### config.mk
export PLATFORM = sky130hd
export DESIGN_NAME = mem_rmw_ctrl
export DESIGN_NICKNAME = d
export VERILOG_FILES = /design/src/rtl/mem_ctrl_pkg.sv /design/src/rtl/dm_lane_align.sv /design/src/rtl/mem_rmw_ctrl.sv
export SDC_FILE = /design/constraint.sdc
export NUM_CORES = 1
export LEC_CHECK = 0
export BUFFER_PORTS_ARGS = -buffer_cell sky130_fd_sc_hd__clkbuf_2
export CAP_MARGIN = 10
export CORE_MARGIN = 8
export CORE_UTILIZATION = 45
export DETAILED_ROUTE_END_ITERATION = 8
export PLACE_DENSITY = 0.72
export SLEW_MARGIN = 20
export SYNTH_ARGS = -nofsm -noshare
export SYNTH_HDL_FRONTEND = slang
export SYNTH_HIERARCHICAL = 1
export SYNTH_SLANG_ARGS = --single-unit
### constraint.sdc
create_clock -name clk -period 2.15 [get_ports clk]
set_input_delay 0.645 -clock clk [delete_from_list [all_inputs] [get_ports clk]]
set_output_delay 0.645 -clock clk [all_outputs]
set_load 0.05 [all_outputs]
### src/rtl/mem_ctrl_pkg.sv
// Shared definitions for the read-modify-write data memory controller:
// access size encodings, FSM state encoding and the alignment rule.
package mem_ctrl_pkg;

    localparam logic [1:0] SZ_BYTE = 2'b00;
    localparam logic [1:0] SZ_HALF = 2'b01;
    localparam logic [1:0] SZ_WORD = 2'b10;
    localparam logic [1:0] SZ_ILL  = 2'b11;

    typedef enum logic [1:0] {
        StIdle = 2'd0,
        StRd   = 2'd1,
        StWr   = 2'd2,
        StDone = 2'd3
    } state_e;

    // True when the size code is reserved or the address is not naturally aligned.
    function automatic logic access_illegal(input logic [1:0] size, input logic [1:0] lane);
        logic bad;
        case (size)
            SZ_BYTE: bad = 1'b0;
            SZ_HALF: bad = lane[0];
            SZ_WORD: bad = (lane != 2'b00);
            default: bad = 1'b1;
        endcase
        return bad;
    endfunction

endpackage

### src/rtl/dm_lane_align.sv
// Combinational little-endian lane logic: extracts and extends a load value
// from a memory word, and merges store data into the addressed lane(s).
module dm_lane_align
    import mem_ctrl_pkg::*;
(
    input  logic [31:0] word,
    input  logic [1:0]  addr,
    input  logic [1:0]  size,
    input  logic        is_unsigned,
    input  logic [31:0] wdata,
    output logic [31:0] load_val,
    output logic [31:0] merged
);

    logic [7:0]  byte_sel;
    logic [15:0] half_sel;

    always_comb begin
        byte_sel = word[{addr, 3'b000} +: 8];
        half_sel = word[{addr[1], 4'b0000} +: 16];
        load_val = word;
        merged   = word;
        case (size)
            SZ_BYTE: begin
                load_val = {{24{~is_unsigned & byte_sel[7]}}, byte_sel};
                merged[{addr, 3'b000} +: 8] = wdata[7:0];
            end
            SZ_HALF: begin
                load_val = {{16{~is_unsigned & half_sel[15]}}, half_sel};
                merged[{addr[1], 4'b0000} +: 16] = wdata[15:0];
            end
            SZ_WORD: begin
                load_val = word;
                merged   = wdata;
            end
            default: begin
                load_val = word;
                merged   = word;
            end
        endcase
    end

endmodule

### src/rtl/mem_rmw_ctrl.sv
// CPU-side load/store controller for a word-wide data memory; sub-word stores
// are done as read-modify-write, word stores skip the read.
module mem_rmw_ctrl
    import mem_ctrl_pkg::*;
(
    input  logic        clk,
    input  logic        rst_n,
    input  logic        req,
    input  logic        req_we,
    input  logic [1:0]  req_size,
    input  logic        req_unsigned,
    input  logic [11:0] req_addr,
    input  logic [31:0] req_wdata,
    output logic        busy,
    output logic        done,
    output logic        misalign,
    output logic [31:0] rdata,
    output logic [9:0]  dm_ad,
    output logic [31:0] dm_din,
    output logic        dm_we,
    input  logic [31:0] dm_dout
);

    state_e      state;
    logic        lat_we;
    logic [1:0]  lat_size;
    logic        lat_uns;
    logic [1:0]  lat_lane;
    logic [31:0] lat_wdata;
    logic [31:0] load_val;
    logic [31:0] merged;

    dm_lane_align u_align (
        .word        (dm_dout),
        .addr        (lat_lane),
        .size        (lat_size),
        .is_unsigned (lat_uns),
        .wdata       (lat_wdata),
        .load_val    (load_val),
        .merged      (merged)
    );

    always_ff @(posedge clk) begin
        if (!rst_n) begin
            state     <= StIdle;
            lat_we    <= 1'b0;
            lat_size  <= 2'b00;
            lat_uns   <= 1'b0;
            lat_lane  <= 2'b00;
            lat_wdata <= 32'h0;
            rdata     <= 32'h0;
            dm_ad     <= 10'h0;
            dm_din    <= 32'h0;
            misalign  <= 1'b0;
        end else begin
            misalign <= 1'b0;
            unique case (state)
                StIdle: begin
                    if (req) begin
                        lat_we    <= req_we;
                        lat_size  <= req_size;
                        lat_uns   <= req_unsigned;
                        lat_lane  <= req_addr[1:0];
                        lat_wdata <= req_wdata;
                        dm_ad     <= req_addr[11:2];
                        if (access_illegal(req_size, req_addr[1:0])) begin
                            misalign <= 1'b1;
                            state    <= StDone;
                        end else if (req_we && req_size == SZ_WORD) begin
                            dm_din <= req_wdata;
                            state  <= StWr;
                        end else begin
                            state <= StRd;
                        end
                    end
                end
                StRd: begin
                    if (lat_we) begin
                        dm_din <= merged;
                        state  <= StWr;
                    end else begin
                        rdata <= load_val;
                        state <= StDone;
                    end
                end
                StWr:   state <= StDone;
                StDone: state <= StIdle;
                default: state <= StIdle;
            endcase
        end
    end

    assign busy  = (state == StRd) || (state == StWr);
    assign done  = (state == StDone);
    // Gated by reset so an in-flight write is dropped at the reset edge.
    assign dm_we = (state == StWr) && rst_n;

endmodule

# Word-level counts from Yosys, hierarchy flattened
# Cells that the tools add are included.
[word_totals]
register_bits = 115
in_bits = 83
output_inout_bits = 78
word_cells = 64
[classes]
n_addsub = 2
n_eq_ne = 11
n_shift = 6
n_mux = 19
n_bitwise = 4
reduce_logical = 12
[op_table]
columns = ["op", "n"]
rows = [
  ["two-way mux 32 bit", 4],
  ["one-hot mux 32 bit (2 select lines)", 2],
  ["one-hot mux 32 bit (3 select lines)", 1],
  ["bitwise mux 32 bit", 2],
  ["variable shift 16 x 7 -> 32 bit, first input constant", 1],
  ["variable shift 8 x 7 -> 32 bit, first input constant", 1],
  ["indexed part select 16 x 7 -> 32 bit", 1],
  ["indexed part select 32 x 6 -> 16 bit", 1],
  ["indexed part select 32 x 6 -> 8 bit", 1],
  ["indexed part select 8 x 7 -> 32 bit", 1],
  ["negation 5 -> 7 bit", 2],
  ["equality test 2 bit, second input constant", 4],
  ["!= test 2 bit, second input constant", 4],
  ["one-hot mux 2 bit (4 select lines)", 1],
  ["equality test 2 x 1 -> 1 bit, second input constant", 3],
  ["zero test 2 bit", 3],
  ["two-way mux 2 bit", 3],
  ["two-way mux 1 bit", 5],
  ["AND reduction 5 bit", 1],
  ["AND reduction 2 bit", 2],
  ["nonzero test 2 bit", 2],
  ["one-hot mux 1 bit (3 select lines)", 1],
  ["AND reduction 3 bit", 1],
  ["bitwise AND 1 bit", 2],
  ["other kinds (3)", 5],
]

# Longest topological paths before layout
[depth]
word_depth = 8
mapped_depth = 11

# By module
# The synthesis kept the hierarchy.
[modules_own_cells]
columns = ["module", "n_inst", "cells_per_inst", "area_per_inst_um2"]
rows = [
  ["mem_rmw_ctrl", 1, 526, 4506.8],
  ["dm_lane_align", 1, 295, 2140.8],
]

# Worst setup path after synthesis
# OpenSTA, ideal clock, no wires.
[synth_path]
kind = "flip-flop to flip-flop"
startpoint = "register lat_lane[1]"
endpoint = "register dm_din[2]"
setup_time_ps = 81
t_arrival_ps = 2278
required_time_ps = 2069
slack_ps = -209
stages_incl_launch_ff = 11
synth_period_minus_slack_ps = 2359
cell_sequence = "dfxtp_1 > buf_6 > inv_1 > buf_2 > buf_2 > ha_1 > nand4bb_1 > or2_2 > a222oi_1 > mux2i_1 > a211oi_2"
[synth_between]
elab_chain_len = 6
[synth_rtl]
columns = ["element", "line", "source"]
rows = [
  ["from (decl)", "mem_rmw_ctrl.sv:28", "logic [1:0] lat_lane;"],
  ["from (signal assigned)", "mem_rmw_ctrl.sv:63", "lat_lane <= req_addr[1:0];"],
  ["negation 5 -> 7 bit, on equally long branches", "dm_lane_align.sv:30, dm_lane_align.sv:26", ""],
  ["indexed part select 16 x 7 -> 32 bit (tied with other cells)", "dm_lane_align.sv:30", "merged[{addr[1], 4'b0000} +: 16] = wdata[15:0];"],
  ["bitwise mux 32 bit, on equally long branches", "dm_lane_align.sv:30, dm_lane_align.sv:26", ""],
  ["one-hot mux 32 bit (3 select lines) (*)", "dm_lane_align.sv:23", "case (size)"],
  ["net merged[2]", "mem_rmw_ctrl.sv:31", "logic [31:0] merged;"],
  ["two-way mux 32 bit (*)", "mem_rmw_ctrl.sv:78", "if (lat_we) begin"],
  ["one-hot mux 32 bit (2 select lines) (*)", "mem_rmw_ctrl.sv:57", "unique case (state)"],
  ["to (signal assigned)", "mem_rmw_ctrl.sv:70", "dm_din <= req_wdata;"],
  ["to (signal assigned)", "mem_rmw_ctrl.sv:79", "dm_din <= merged;"],
  ["to (decl)", "mem_rmw_ctrl.sv:19", "output logic [31:0] dm_din,"],
]
# Mark *: on every way through the listed nets, which the timed path passes. The rest lies on a longest branch. The select of a mux whose other input is x is not followed.
# A chain may end at the register's enable or synchronous reset.

# Worst setup path after layout
[layout_path]
startpoint = "register state[0]"
endpoint = "output port dm_we"
[layout_between]
elab_chain_len = 2
[layout_rtl]
columns = ["element", "line", "source"]
rows = [
  ["from (decl)", "mem_rmw_ctrl.sv:24", "state_e state;"],
  ["from (signal assigned)", "mem_rmw_ctrl.sv:45", "state <= StIdle;"],
  ["from (signal assigned)", "mem_rmw_ctrl.sv:68", "state <= StDone;"],
  ["from (signal assigned)", "mem_rmw_ctrl.sv:71", "state <= StWr;"],
  ["equality test 2 bit", "mem_rmw_ctrl.sv:96", "assign dm_we = (state == StWr) && rst_n;"],
  ["logical AND 1 bit", "mem_rmw_ctrl.sv:96", ""],
  ["to (decl)", "mem_rmw_ctrl.sv:20", "output logic dm_we,"],
]
# Every way passes these cells.

==> metrics.txt <==
Hold Fails Final Rpt=0; synth top area cells=dfxtp_1 (35%), nand2_1 (11%), a21oi_1 (9.6%), mux2i_1 (5.4%), mux2_2 (4.1%); CP Cell Sequence=inv_1, ha_1, and2_1, clkbuf_4; GRT Overall Usage=23.5%; Sink Count=115; Post-synth EDFFs=0; register area=2310 um2; ANT nets after route=0; switching share of power=45.3%; cell taking the most area after synthesis=dfxtp_1; Clock Path Buffers=2; startpoint types=flop; post-synthesis cell area=6650 um2; final worst path period share=96.3%; Placeable Area=14,500 um2; DR WL/cell=19.6 um; Post-synth ARST share=0%; sequential area share after synthesis=34.6%; dpl ws=0.158 ns; Unique masters post-synth=60; routed vias/inst=5.87; width of the die=138 um; FP Rows=44; peak supply drop=809 uV; Crit path depth=4; Pleak=3.31 nW; TritonCTS Buffers=17; n_diodes=0; placer's final routability congestion estimate=0.958; most frequent cell after synthesis=nand2_1; Period minus WS final=2.07 ns; CTS Hold Buffers Added=0; fill cell count=1,346; Critical Path Start=state[0]$_SDFFE_PN0P_; required time worst endpoint=1.50 ns; status=complete, no violations; hpwl dp=16,400 um; Max Cap Violations=0; worst reg2reg path endpoint=dm_din[27]$_SDFFE_PN0P_; yosys warns=6; worst hold stages=3; slack of the critical path=0.0789 ns; Rel. slew slack=56.8%; WHS=0.443 ns; syn_nets=914; root buf cell=clkbuf_16; first-pass GRT wire length=34,300 um; Setup Viol. Count Final=0; Crit Path Class=reg2out; Setup Skew=0.00540 ns; power density cells=1440 nW/um2; FF+latch count, synth=115; final-stage net count=1,050; DR iter-0 viols=594; final setup TNS=0 ns; Critical Path End=dm_we; FF-to-FF Start=lat_lane[1]$_SDFFE_PN0P_; I/O Pins=161; GRT Residual Overflow=0; Pins Over Slew Limit=0; R2R Setup Slk=0.12 ns; Pre-antenna DRT Iters=5; Comb pwr share=50.8%; CP max stage cell=dfxtp_2; CTS tree=built; Most used DFF post-synth=dfxtp_1; unrepaired setup endpoints after global routing=no; Initial Util=45.9%; worst slew pin tran=0.647 ns; reg2reg path depth=8; initial antenna violation count=0; DR vias=6,763; clock slew at reported path FFs=0.05 ns; Clk pwr share=24.0%; Worst Path Arrival=1.43 ns; clock insertion delay at the later pin of the skew report=0.42 ns; Post-synth top cells=nand2_1 (195), a21oi_1 (128), dfxtp_1 (115), mux2i_1 (36), clkbuf_1 (33); Largest stage delay, worst path=0.36 ns; DRT Wirelength=22,600 um; crit path max fanout=4; share of cells above drive strength 1=30.2%; critical path endpoint category=output pin; vias in the first global route=6,289; H-tree levels=4; worst hold-check path type=in2reg; die area=18,900 um2; Int Power=0.00651 W; largest net degree at the start of global routing=60; Synth-to-Final Area Change=24.4%; crit-path leading delay family=flip-flops; CP bufs+invs=2; Reg power frac=25.2%; syn_area_per_cell=8.10 um2; Highest Clock Rate=483 MHz; die boundary height=138 um; Port Buffers=160; min-delay src=req_addr[2]; # DRC=0; Synth top area share=34.6%; multi-input logic area=3930 um2; Syn Inst Count=821; sw power=0.00538 W
==> kinds of logic after synthesis <==
| kind of cell | after synthesis | synth area share (%) |
|---|---|---|
| flops | 115 | 34.6 |
| mux | 65 | 10.6 |
| fa+ha+maj | 10 | 1.88 |
| simple gates | 265 | 17.9 |
| buf+inv | 87 | 6.57 |
| compound gates | 279 | 28.4 |
==> repair_timing <==
item                       in CTS  in global routing
resized for setup               3                  1
buffers inserted                0                  0
setup endpoints to repair       2                  1
==> registers in the layout, summed over array words and instances (netlist names) <==
name / count
lat_we: 1
state: 2
lat_size: 2
lat_uns: 1
dm_din: 32
lat_wdata: 32
misalign: 1
dm_ad: 10
lat_lane: 2
rdata: 32
==> stage by stage <==
| step | std cells | util (%) | power [W] | cell area (um2) |
|---|---|---|---|---|
| global placement | 1122 | 53.0 | 0.00894 | 7670 |
| floorplan | 821 | - | 0.00753 | 6680 |
| detailed placement | 1122 | 53.0 | 0.00902 | 7670 |
| finish | 1152 | 57.1 | 0.0119 | 8270 |
| CTS | 1152 | 57.1 | 0.0119 | 8260 |
| global route | 1152 | 57.1 | 0.0125 | 8270 |
==> area by class of cell <==
type / instances / area share [%]
inverters: 11 / 0.514
multi-input cells: 619 / 47.6
repair buffers: 193 / 14.1
clock inverters: 10 / 1.62
well taps: 184 / 2.78
flip-flops and latches: 115 / 27.9
clock buffers: 20 / 5.52
==> per-layer routing <==
layer	part of all wire (%)	global-route usage [%]	wire, um	vias to the layer above
li1	-	-	-	3230
met2	46	36.4	10400	307
met3	9.0	5.58	2040	27
met5	0	0	0	-
met4	1.5	7.60	350	0
met1	44	31.5	9870	3199
==> cell usage in the layout, fill, tap and decap left out, types with 3 or more instances in the layout <==
cell type,instances
a41oi_1,8
clkbuf_2,158
buf_12,9
dfxtp_1,111
nand2_1,195
clkinv_2,5
nor2_1,7
a211oi_2,10
o21ai_0,10
ha_1,8
o221ai_1,16
or2_2,3
a22oi_1,31
o21ai_1,5
a211oi_1,22
mux2i_1,36
o21ai_2,5
nor2b_1,20
mux2_2,24
o211ai_1,8
dfxtp_2,4
buf_4,24
mux2_4,5
and2_1,6
nor3_1,4
a21oi_1,128
a32oi_1,8
a221o_1,7
inv_1,9
bufinv_16,3
a22o_1,7
clkbuf_16,17
nand3_1,9
==> how the worst min path moves through the flow <==
stage,endpoint
6_report,dm_ad[0]$_SDFFE_PN0P_
5_1_grt,dm_ad[4]$_SDFFE_PN0P_
4_1_cts,dm_ad[5]$_SDFFE_PN0P_
3_5_place_dp,lat_wdata[22]$_SDFFE_PN0P_
3_3_place_gp,dm_ad[6]$_SDFFE_PN0P_
2_1_floorplan,lat_size[0]$_SDFFE_PN0P_
==> power by group through the flow <==
stage | Combinational, W | Clock [W] | Sequential, W
floorplan | 0.00348 | 0 | 0.00405
global placement | 0.00592 | 0 | 0.00302
detailed placement | 0.00600 | 0 | 0.00303
CTS | 0.00602 | 0.00289 | 0.00299
global route | 0.00648 | 0.00298 | 0.00305
finish | 0.00604 | 0.00285 | 0.00300
==> worst min-delay path, delay by kind of cell <==
family,cells,cell delay (ns)
AO/OA/AOI/OAI,1,0.05
buffers and inverters,1,0.08
AND/OR/NAND/NOR,1,0.04
Note: power is estimated with default switching activity, not from simulation.
